`src/rtl/instr_fetch_issue_pkg.sv`:
```
// Shared types and constants for the instruction fetch/issue slice.
// Opcode legality is only enforced when INSTR_FETCH_OPCODE_CHECK_EN is defined.
package instr_fetch_issue_pkg;

    localparam int INSTR_W  = 18;
    localparam int OPCODE_W = 5;

    localparam logic [OPCODE_W-1:0] OP_MATMUL                = 5'd0;
    localparam logic [OPCODE_W-1:0] OP_ZERO                  = 5'd14;
    localparam logic [OPCODE_W-1:0] OP_LOAD                  = 5'd15;
    localparam logic [OPCODE_W-1:0] OP_STORE                 = 5'd16;
    localparam logic [OPCODE_W-1:0] OP_START_INDEPENDENT_LOOP = 5'd17;
    localparam logic [OPCODE_W-1:0] OP_START_LOOP            = 5'd18;
    localparam logic [OPCODE_W-1:0] OP_JUMP_OR_END_LOOP      = 5'd19;
    localparam logic [OPCODE_W-1:0] OP_LAST_LEGAL            = 5'd19;

    typedef enum logic [1:0] {
        ST_IDLE,
        ST_FETCH,
        ST_DRAIN,
        ST_DONE
    } fetch_state_t;

    // Instruction words are numbered MSB-first, so the opcode is the leading slice.
    function automatic logic [OPCODE_W-1:0] opcodeOf(input logic [0:INSTR_W-1] word);
        return word[0:OPCODE_W-1];
    endfunction

endpackage

```
`src/rtl/instr_issue_fifo.sv`:
```
// Small power-of-two FIFO holding fetched words until the decoder takes them.
// Flush discards everything, including a push in the same cycle.
module instr_issue_fifo #(
    parameter int DEPTH = 2,
    parameter int WIDTH = 18,
    localparam int PTR_W = $clog2(DEPTH),
    localparam int CNT_W = PTR_W + 1
) (
    input  logic             clk,
    input  logic             reset,
    input  logic             flush_i,
    input  logic             push_i,
    input  logic [0:WIDTH-1] pushData_i,
    input  logic             pop_i,
    output logic [0:WIDTH-1] headData_o,
    output logic             empty_o,
    output logic [CNT_W-1:0] occupancy_o
);

    logic [0:WIDTH-1] mem [DEPTH];
    logic [PTR_W-1:0] rdPtr_q;
    logic [PTR_W-1:0] wrPtr_q;
    logic [CNT_W-1:0] count_q;

    always_ff @(posedge clk) begin
        if (reset || flush_i) begin
            rdPtr_q <= '0;
            wrPtr_q <= '0;
            count_q <= '0;
        end else begin
            if (push_i) begin
                wrPtr_q <= wrPtr_q + 1'b1;
            end
            if (pop_i) begin
                rdPtr_q <= rdPtr_q + 1'b1;
            end
            count_q <= count_q + CNT_W'(push_i) - CNT_W'(pop_i);
        end
    end

    // Storage needs no reset; the head is only consumed while the FIFO is non-empty.
    always_ff @(posedge clk) begin
        if (push_i && !flush_i) begin
            mem[wrPtr_q] <= pushData_i;
        end
    end

    assign headData_o  = mem[rdPtr_q];
    assign empty_o     = (count_q == '0);
    assign occupancy_o = count_q;

endmodule

```
`src/rtl/instr_fetch_issue.sv`:
```
// Walks a PC from start_pc to end_pc, fetches 18-bit words and issues them with valid/ready.
// Optional opcode check: define INSTR_FETCH_OPCODE_CHECK_EN (adds illegal_opcode output).
module instr_fetch_issue
    import instr_fetch_issue_pkg::*;
#(
    parameter int PC_W      = 10,
    parameter int BUF_DEPTH = 2
) (
    input  logic               clk,
    input  logic               reset,
    input  logic               start,
    input  logic [PC_W-1:0]    start_pc,
    input  logic [PC_W-1:0]    end_pc,
    output logic               imem_en,
    output logic [PC_W-1:0]    imem_addr,
    input  logic [0:INSTR_W-1] imem_rdata,
    output logic [0:INSTR_W-1] raw_instruction,
    output logic               instr_valid,
    input  logic               instr_ready,
    input  logic               redirect_valid,
    input  logic [PC_W-1:0]    redirect_pc,
    output logic               busy,
`ifdef INSTR_FETCH_OPCODE_CHECK_EN
    output logic               done,
    output logic               illegal_opcode
`else
    output logic               done
`endif
);

    localparam int CNT_W = $clog2(BUF_DEPTH) + 1;

    fetch_state_t     state_q, state_d;
    logic [PC_W:0]    pc_q, pc_d;
    logic [PC_W:0]    endPc_q, endPc_d;
    logic             epoch_q, epoch_d;
    logic             inflight_q;
    logic             inflightEpoch_q;

    logic [0:INSTR_W-1] headWord;
    logic               fifoEmpty;
    logic [CNT_W-1:0]   occupancy;
    logic [CNT_W-1:0]   occAfterPop;
    logic               fifoPush, fifoPop, fifoFlush;
    logic               busyState, illegalHead, abortTake, redirectTake;
    logic               creditOk, instrValidInt;
    logic [PC_W:0]      redirectTarget;

    instr_issue_fifo #(
        .DEPTH (BUF_DEPTH),
        .WIDTH (INSTR_W)
    ) u_fifo (
        .clk         (clk),
        .reset       (reset),
        .flush_i     (fifoFlush),
        .push_i      (fifoPush),
        .pushData_i  (imem_rdata),
        .pop_i       (fifoPop),
        .headData_o  (headWord),
        .empty_o     (fifoEmpty),
        .occupancy_o (occupancy)
    );

    assign busyState = (state_q == ST_FETCH) || (state_q == ST_DRAIN);

`ifdef INSTR_FETCH_OPCODE_CHECK_EN
    assign illegalHead = !fifoEmpty && (opcodeOf(headWord) > OP_LAST_LEGAL);
`else
    assign illegalHead = 1'b0;
`endif

    assign abortTake      = busyState && illegalHead;
    assign redirectTake   = busyState && redirect_valid && !abortTake;
    assign fifoFlush      = redirectTake || abortTake;
    assign instrValidInt  = !fifoEmpty && !illegalHead;
    assign fifoPop        = instrValidInt && instr_ready;
    assign fifoPush       = inflight_q && (inflightEpoch_q == epoch_q) && !fifoFlush;
    assign redirectTarget = {1'b0, redirect_pc};

    // Credit counts the slot freed by this cycle's pop so a ready consumer sees no bubbles.
    assign occAfterPop = occupancy - CNT_W'(fifoPop);
    assign creditOk    = (occAfterPop + CNT_W'(inflight_q)) < CNT_W'(BUF_DEPTH);

    always_ff @(posedge clk) begin
        if (reset) begin
            state_q <= ST_IDLE;
        end else begin
            state_q <= state_d;
        end
    end

    always_comb begin
        state_d = state_q;
        case (state_q)
            ST_IDLE: begin
                if (start) begin
                    state_d = ST_FETCH;
                end
            end
            ST_FETCH, ST_DRAIN: begin
                if (abortTake) begin
                    state_d = ST_DONE;
                end else if (redirectTake || (state_q == ST_FETCH)) begin
                    state_d = (pc_d > endPc_q) ? ST_DRAIN : ST_FETCH;
                end else if ((occAfterPop == '0) && !fifoPush) begin
                    state_d = ST_DONE;
                end
            end
            ST_DONE: begin
                state_d = start ? ST_FETCH : ST_IDLE;
            end
            default: state_d = ST_IDLE;
        endcase
    end

    // A redirect fetches its target in the same cycle, so its first word is valid two cycles later.
    always_comb begin
        imem_en         = 1'b0;
        imem_addr       = pc_q[PC_W-1:0];
        if (redirectTake) begin
            imem_en   = (redirectTarget <= endPc_q);
            imem_addr = redirect_pc;
        end else begin
            imem_en = (state_q == ST_FETCH) && !abortTake && (pc_q <= endPc_q) && creditOk;
        end
        busy            = busyState;
        done            = (state_q == ST_DONE);
        instr_valid     = instrValidInt;
        raw_instruction = instrValidInt ? headWord : '0;
    end

    always_comb begin
        pc_d    = pc_q;
        endPc_d = endPc_q;
        epoch_d = epoch_q;
        if (((state_q == ST_IDLE) || (state_q == ST_DONE)) && start) begin
            pc_d    = {1'b0, start_pc};
            endPc_d = {1'b0, end_pc};
        end else if (redirectTake) begin
            pc_d    = redirectTarget + (PC_W+1)'(imem_en);
            epoch_d = ~epoch_q;
        end else if (imem_en) begin
            pc_d = pc_q + 1'b1;
        end
        if (abortTake) begin
            epoch_d = ~epoch_q;
        end
    end

    always_ff @(posedge clk) begin
        if (reset) begin
            pc_q            <= '0;
            endPc_q         <= '0;
            epoch_q         <= 1'b0;
            inflight_q      <= 1'b0;
            inflightEpoch_q <= 1'b0;
        end else begin
            pc_q            <= pc_d;
            endPc_q         <= endPc_d;
            epoch_q         <= epoch_d;
            inflight_q      <= imem_en;
            inflightEpoch_q <= epoch_d;
        end
    end

`ifdef INSTR_FETCH_OPCODE_CHECK_EN
    logic illegal_q;

    always_ff @(posedge clk) begin
        if (reset) begin
            illegal_q <= 1'b0;
        end else begin
            illegal_q <= abortTake;
        end
    end

    assign illegal_opcode = illegal_q;
`endif

endmodule

```
`config.mk`:
```
export PLATFORM = sky130hd
export DESIGN_NAME = instr_fetch_issue
export DESIGN_NICKNAME = d
export VERILOG_FILES = /design/src/rtl/instr_fetch_issue_pkg.sv /design/src/rtl/instr_issue_fifo.sv /design/src/rtl/instr_fetch_issue.sv
export SDC_FILE = /design/constraint.sdc
export NUM_CORES = 1
export LEC_CHECK = 0
export ABC_AREA = 1
export BUFFER_PORTS_ARGS = -buffer_cell sky130_fd_sc_hd__buf_2
export CAP_MARGIN = 20
export CORE_MARGIN = 2
export CORE_UTILIZATION = 40
export DETAILED_ROUTE_END_ITERATION = 12
export PLACE_DENSITY_LB_ADDON = 0.08
export SYNTH_ARGS = -nofsm -noshare
export SYNTH_HDL_FRONTEND = slang
export SYNTH_SLANG_ARGS = --single-unit
```
`constraint.sdc`:
```
create_clock -name clk -period 4.9 [get_ports clk]
set_clock_uncertainty 0.05 [all_clocks]
set_input_delay 0 -clock clk [delete_from_list [all_inputs] [get_ports clk]]
set_output_delay 0 -clock clk [all_outputs]
set_load 0.1 [all_outputs]
```
==> flow_summary.json, run 1 <==
{
  "fin_area_um2": 5150,
  "routed_wl_um": 10700,
  "grt_pass1_vias": 3589,
  "crit_arrival_ns": 4.64,
  "antenna_found_initial": 0,
  "area_growth_pct": 29.3,
  "post-dp-hpwl_um": 7860,
  "yosys-top-cells-area": "edfxtp_1 27%, dfxtp_1 15%, ha_1 12%",
  "max_freq_ghz": 0.226,
  "synth_cells": 501,
  "diodes": 0,
  "cpMostUsedCell": "nand2_1",
  "synth_edf_count": 36,
  "wl_per_cell_um": 14.0,
  "ys_types": 41,
  "portBuffers": 84,
  "drt_first_pass_iters": 5,
  "status": "finished clean",
  "syn_avg_cell_area_um2": 7.95,
  "report.final.slew_viol_count": 0,
  "dieArea_um2": 10800,
  "finalCriticalPeriod_ns": 4.42,
  "cts_setup_buffers": 0,
  "num_rows": 36,
  "worstSetupStartpointType": "flip-flop",
  "synth_top_flop_cell": "edfxtp_1",
  "synth_common_cells": "123 x nand2_1, 65 x inv_1, 50 x a21oi_1, 39 x ha_1, 37 x nor2_1",
  "final_nets": 719,
  "path_clk_slew_ns": 0.08,
  "die_h_um": 104,
  "syn_nets": 593,
  "rr_worst_depth": 29,
  "timing.setup.tns_ns": 0,
  "fin_crit_sh_pct": 90.2,
  "synth_top_cell_area_share_pct": 27.1,
  "rsz0062_at_grt": "false",
  "clk_latency_ns": 0.34,
  "synth-seq-cells": 65,
  "antenna_left": 0,
  "gr-total-overflow": 0,
  "io_pins": 85,
  "end_kind": "flip-flop",
  "initial_core_util_pct": 40.9,
  "max_stage_delay_ns": 0.40,
  "grt_max_degree": 31,
  "grt.total_usage_pct": 20.4,
  "pre_cts_ws_ns": 0.408,
  "hold_class": "input port to flip-flop",
  "hold_depth": 4,
  "cts_root_buffer": "clkbuf_8",
  "die_w_um": 104,
  "drtIter0Drc": 207,
  "synthMostInstantiatedCell": "nand2_1",
  "grt_pass1_wl_um": 17600,
  "yosysTopAreaCell": "edfxtp_1",
  "yosysSeqAreaShare_pct": 41.7,
  "fin_ws_ns": 0.479,
  "routed-via-count": 3769,
  "path_class": "flip-flop to flip-flop",
  "drt-vias-per-instance": 4.93,
  "place.gp.congestion": 0.851,
  "cts_buffers": 9,
  "slew_headroom_pct": 51.1,
  "cts_buffer_depth": 2,
  "cts_htree_levels": 3,
  "worst_pin_slew_ns": 0.732,
  "ys_async_sr_fraction_pct": 0,
  "clkSinkCount": 65,
  "cp_max_fo": 27,
  "synth_warnings": 0,
  "cp_slowest_cell": "ha_1",
  "core_um2": 9730,
  "cts_tree": "yes",
  "setup_viol": 0,
  "hold_viol": 0,
  "final_util_pct": 52.9,
  "critPathRequiredTime_ns": 5.12,
  "drive_gt1_share_pct": 18.7,
  "drv_cap": 0,
  "dpl-instance-area_um2": 4530,
  "drc_errors": 0,
  "synthesis.area_um2": 3980
}
worst max-delay path: cells and delay by family, from the launching register on:
| kind | cells | cell delay (ns) |
|---|---|---|
| and+or+nand+nor | 14 | 1.49 |
| adders and majority gates | 4 | 1.13 |
| AOI/OAI and AO/OA | 6 | 0.79 |
| buffers and inverters | 5 | 0.51 |
| DFF | 1 | 0.39 |
registers in the layout, indices dropped and copies added, names as in the netlist, named ones only:
register,flops
u_fifo.mem,36
pc_q,11
endPc_q,10
state_q,2
u_fifo.occupancy_o,2
inflight_q,1
u_fifo.rdPtr_q,1
u_fifo.wrPtr_q,1
layout make-up:
type / count / area [µm²]
multi-input combinational: 352 / 1990
fill: 978 / 4580
tap: 133 / 166
sequential: 65 / 1660
clock buffer: 9 / 124
timing repair buffer: 131 / 878
clock inverter: 7 / 77.6
inverter: 68 / 258
routing by layer:
layer	global-route usage [%]	wire [µm]	up-vias
met3	3.15	563	10
li1	-	-	1924
met2	33.2	5060	105
met4	5.50	93	0
met1	28.4	5030	1730
met5	0	0	-
logic make-up (layout without fill, tap and decap cells):
logic type | Yosys count | count (layout) | share of synthesized area (%)
and+or+nand+nor | 205 | 205 | 22.0
AOI/OAI and AO/OA | 102 | 102 | 14.3
buffers and inverters | 84 | 215 | 8.42
DFF | 65 | 65 | 41.7
adders and majority gates | 39 | 39 | 12.3
xor gates and xnor gates | 6 | 6 | 1.32
cells in the final DEF (no fill, tap or decap), types with 2 or more instances in the layout:
cell type      count
a21o_1             2
a21oi_1           50
buf_2             84
buf_4              5
clkbuf_8           9
clkinv_4           2
dfxtp_1           29
dlygate4sd3_1     42
edfxtp_1          36
ha_1              39
inv_1             65
inv_6              2
nand2_1          123
nand2_4            2
nand3_1           20
nand3_2            2
nand4_1            8
nor2_1            37
nor2_2             2
nor3_1             2
nor4_1             3
o2111ai_1          3
o211ai_1           2
o21a_1             2
o21ai_0           30
o21ai_1            4
o21bai_1           2
or2_0              2
xor2_1             6
through the flow:
| step | hold slack, ns | std cells |
|---|---|---|
| final | 0.0115 | 765 |
| after global routing | 0.0181 | 765 |
| after CTS | 0.00259 | 765 |
| after detailed placement | 0.143 | 707 |
| after global placement | 0.138 | 707 |
| after floorplan | 0.0191 | 501 |
path summary, 6_finish.rpt:
| path | start | slack (ns) | to |
|---|---|---|---|
| setup / recovery | state_q[0] | 0.48 | state_q[1] |
| hold reg to reg | state_q[1] | 0.46 | state_q[1] |
| hold / removal | start_pc[6] | 0.01 | pc_q[6] |
| setup reg to reg | state_q[0] | 0.48 | state_q[1] |
what timing repair did:
item	4_1_cts	5_1_grt
gates resized for setup	0	2
setup endpoints to repair	0	2
hold endpoints to repair	59	0
hold buffers	42	0
Power of run 1 is not shown: default switching activity piles up to over one toggle a cycle in this logic, so the estimate is an artifact.
==> run 2, diff against run 1 <==
--- a/config.mk
+++ b/config.mk
@@ -10,5 +10,5 @@
 export CAP_MARGIN = 20
 export CORE_MARGIN = 2
-export CORE_UTILIZATION = 40
+export CORE_UTILIZATION = 25
 export DETAILED_ROUTE_END_ITERATION = 12
 export PLACE_DENSITY_LB_ADDON = 0.08
==> constraint.sdc (replaced) <==
create_clock -name clk -period 4.9 [get_ports clk]
set_clock_uncertainty 0.05 [all_clocks]
set_input_delay 0.49 -clock clk [delete_from_list [all_inputs] [get_ports clk]]
set_output_delay 0.49 -clock clk [all_outputs]
set_load 0.1 [all_outputs]
==> flow_summary.json, run 2 (synthesis results as in run 1) <==
{
  "antenna_left": 0,
  "grt_pass1_wl_um": 18800,
  "worstSetupStartpointType": "flip-flop",
  "end_kind": "flip-flop",
  "gr-total-overflow": 0,
  "drtIter0Drc": 136,
  "cpLargestDelayFamily": "simple AND/OR/NAND/NOR gates",
  "top_register": "u_fifo.mem",
  "portBuffers": 84,
  "critPathRequiredTime_ns": 5.12,
  "diodes": 0,
  "grt_max_degree": 28,
  "die_h_um": 130,
  "clk_latency_ns": 0.34,
  "drt-vias-per-instance": 4.41,
  "path_clk_slew_ns": 0.06,
  "status": "finished clean",
  "crit_arrival_ns": 4.50,
  "setup_viol": 0,
  "cpMostUsedCell": "nand2_1",
  "max_freq_ghz": 0.234,
  "cts_buffer_depth": 2,
  "grt_pass1_vias": 3456,
  "max_stage_delay_ns": 0.29,
  "cts_htree_levels": 3,
  "fin_crit_sh_pct": 87.2,
  "wl_per_cell_um": 15.0,
  "fill_cells": 1717,
  "antenna_found_initial": 0,
  "initial_core_util_pct": 25.3,
  "worst-path-buf-inv": 5,
  "cts_root_buffer": "clkbuf_16",
  "drc_errors": 0,
  "largest_reg_flops": 36,
  "hold_viol": 0,
  "area_growth_pct": 25.5,
  "drt_first_pass_iters": 4,
  "post-dp-hpwl_um": 9130,
  "largestRegisters": "u_fifo.mem (36), pc_q (11), endPc_q (10)",
  "hold_class": "input port to flip-flop",
  "core_um2": 15700,
  "drv_cap": 0,
  "clkSinkCount": 65,
  "io_pins": 85,
  "routed_wl_um": 12100,
  "cts_tree": "yes",
  "rsz0062_at_grt": "false",
  "mostFrequentLayoutCells": "122 x nand2_1, 84 x buf_2, 65 x inv_1, 50 x a21oi_1, 38 x ha_1",
  "num_rows": 46,
  "dieArea_um2": 17000,
  "slew_headroom_pct": 47.8,
  "cp_max_fo": 9,
  "place.gp.congestion": 0.821,
  "final_util_pct": 31.8,
  "drive_gt1_share_pct": 21.0,
  "finalCriticalPeriod_ns": 4.27,
  "worst_pin_slew_ns": 0.781,
  "report.final.slew_viol_count": 0,
  "timing.setup.tns_ns": 0,
  "final_nets": 682,
  "grt.total_usage_pct": 14.9,
  "cp_slowest_cell": "dfxtp_1",
  "path_class": "flip-flop to flip-flop",
  "die_w_um": 130,
  "cts_buffers": 9,
  "final_common_cell": "nand2_1",
  "routed-via-count": 3576
}
==> run 2: path summary, 6_finish.rpt <==
kind	startpoint	to	slack (ns)	cells after the start
max	endPc_q[9]	state_q[1]	0.63	32
min	imem_rdata[13]	u_fifo.mem[0][4]	0.29	1
max reg2reg	endPc_q[9]	state_q[1]	0.63	32
min reg2reg	state_q[1]	state_q[1]	0.46	2
==> run 2: layout make-up <==
cell class                 instances  area [µm²]  share of cell area, %
clock inverter                     4        51.3                   1.03
sequential                        65        1660                   33.3
inverter                          68         255                   5.11
timing repair buffer              94         495                   9.91
multi-input combinational        352        2010                   40.1
tap                              216         270                   5.41
clock buffer                      12         258                   5.16
==> run 2: worst reg2reg max path, delay by kind of cell (launching register included) <==
kind	cells	cell delay, ns
and+or+nand+nor	16	1.51
AOI/OAI and AO/OA	7	1.03
adders and majority gates	4	0.97
buffers and inverters	5	0.39
DFF	1	0.29
==> run 2: metrics by stage <==
step	std cells	cell area, µm²	setup slack, ns	hold slack [ns]
2_1_floorplan	501	3980	0.382	0.422
3_3_place_gp	791	4640	0.390	0.451
3_5_place_dp	791	4640	0.385	0.452
4_1_cts	807	4950	0.472	0.274
5_1_grt	811	5000	0.0316	0.278
6_report	811	5000	0.625	0.288
==> run 2: timing repair <==
action	CTS	global route
buffers inserted	0	4
hold buffers	0	0
resized for setup	0	6
endpoints found under the setup margin	0	2
==> run 2: per-layer routing <==
layer | up-vias | routed length, µm | track usage [%]
met5 | - | 0 | 0
met4 | 0 | 157 | 5.19
met3 | 12 | 501 | 2.67
met2 | 59 | 5550 | 23.2
met1 | 1650 | 5930 | 20.8
li1 | 1855 | - | -
Power of run 2 is left out for the same reason.
==> run 3, diff against run 2 <==
BUFFER_PORTS_ARGS = not set   (was -buffer_cell sky130_fd_sc_hd__buf_2)
DONT_BUFFER_PORTS = 1   (was not set)
==> flow_summary.json, run 3 (synthesis results as in run 1) <==
{
  "rsz0062_at_grt": "false",
  "post_cts_resized": 0,
  "end_kind": "flip-flop",
  "hold_viol": 0,
  "wl_per_cell_um": 16.0,
  "slew_headroom_pct": 20.7,
  "worstSetupStartpointType": "flip-flop",
  "path_clk_slew_ns": 0.06,
  "final_util_pct": 31.1,
  "max_freq_ghz": 0.238,
  "cp_slowest_cell": "dfxtp_1",
  "final_nets": 620,
  "final_common_cell": "nand2_1",
  "cts_setup_buffers": 0,
  "fin_cells": 749,
  "dieArea_um2": 17000,
  "post-dp-hpwl_um": 9050,
  "drv_cap": 0,
  "largestRegisters": "u_fifo.mem (36), pc_q (11), endPc_q (10)",
  "dp.cells": 733,
  "drc_errors": 0,
  "busiest_layer": "met2",
  "area_growth_pct": 22.7,
  "grt_pass1_wl_um": 18400,
  "use_met1_pct": 19.8,
  "timing.setup.tns_ns": 0,
  "crit_arrival_ns": 4.44,
  "cts_root_buffer": "clkbuf_16",
  "finalCriticalPeriod_ns": 4.21,
  "num_rows": 46,
  "report.final.slew_viol_count": 0,
  "die_w_um": 130,
  "mostFrequentLayoutCells": "123 x nand2_1, 65 x inv_1, 39 x ha_1, 36 x nor2_1, 36 x edfxtp_1",
  "portBuffers": 0,
  "gr-total-overflow": 0,
  "fin_crit_sh_pct": 85.8,
  "hold_buffers": 0,
  "io_pins": 85,
  "path_class": "flip-flop to flip-flop",
  "initial_core_util_pct": 25.3,
  "diodes": 0,
  "use_met2_pct": 23.2,
  "drive_gt1_share_pct": 16.3,
  "place.gp.congestion": 0.817,
  "die_h_um": 130,
  "core_um2": 15700,
  "status": "finished clean",
  "clk_latency_ns": 0.34,
  "drt-vias-per-instance": 4.51,
  "antenna_found_initial": 0,
  "antenna_left": 0,
  "grt_max_degree": 28,
  "hold_slack_ns": 0.153,
  "drtIter0Drc": 184,
  "cts_buffer_depth": 2,
  "critPathRequiredTime_ns": 5.13,
  "grt_pass1_vias": 3327,
  "cts_buffers": 9,
  "drt_first_pass_iters": 4,
  "max_stage_delay_ns": 0.31,
  "worst_pin_slew_ns": 1.19,
  "hold_class": "input port to flip-flop",
  "grt.total_usage_pct": 14.8,
  "setup_viol": 0,
  "cp_max_fo": 4,
  "routed-via-count": 3379,
  "routed_wl_um": 12000,
  "grtUsageMet3_pct": 4.18,
  "largest_reg_flops": 36,
  "cts_htree_levels": 3,
  "cpMostUsedCell": "nand2_1",
  "cts_tree": "yes",
  "clkSinkCount": 65,
  "top_register": "u_fifo.mem"
}
[run 3: cell type report]
| cell class | count | area (µm²) |
|---|---|---|
| Sequential cell | 65 | 1660 |
| Tap cell | 216 | 270 |
| Clock buffer | 11 | 233 |
| Timing Repair Buffer | 32 | 323 |
| Inverter | 68 | 255 |
| Multi-Input combinational cell | 352 | 2090 |
| Clock inverter | 5 | 56.3 |
| Fill cell | 1686 | 10800 |
[run 3: layer usage]
layer  vias to the layer above  wire [µm]
met3                        15        718
met1                      1569       5580
met5                         -          0
li1                       1726          -
met4                         0        176
met2                        69       5530
[run 3: worst paths after layout]
path / from / end / slack (ns) / cells after the start
worst max-delay path: endPc_q[9] / state_q[1] / 0.69 / 33
worst min-delay path: reset / state_q[1] / 0.15 / 1
worst max register to register: endPc_q[9] / state_q[1] / 0.69 / 33
worst min register to register: state_q[1] / state_q[1] / 0.45 / 2
[run 3: critical path: cells and delay by family (launching register included)]
family	cells	cell delay (ns)
buffers and inverters	5	0.32
adder cells (fa/ha/maj)	4	0.98
AND/OR/NAND/NOR	18	1.71
AO/OA/AOI/OAI	6	0.79
flip-flops	1	0.31
[run 3: metrics by stage]
stage	area [µm²]	setup slack, ns
floorplan	3980	0.382
global placement	4470	0.722
detailed placement	4600	0.643
CTS	4890	0.719
global route	4890	0.224
finish	4890	0.694
Power of run 3 is left out for the same reason.
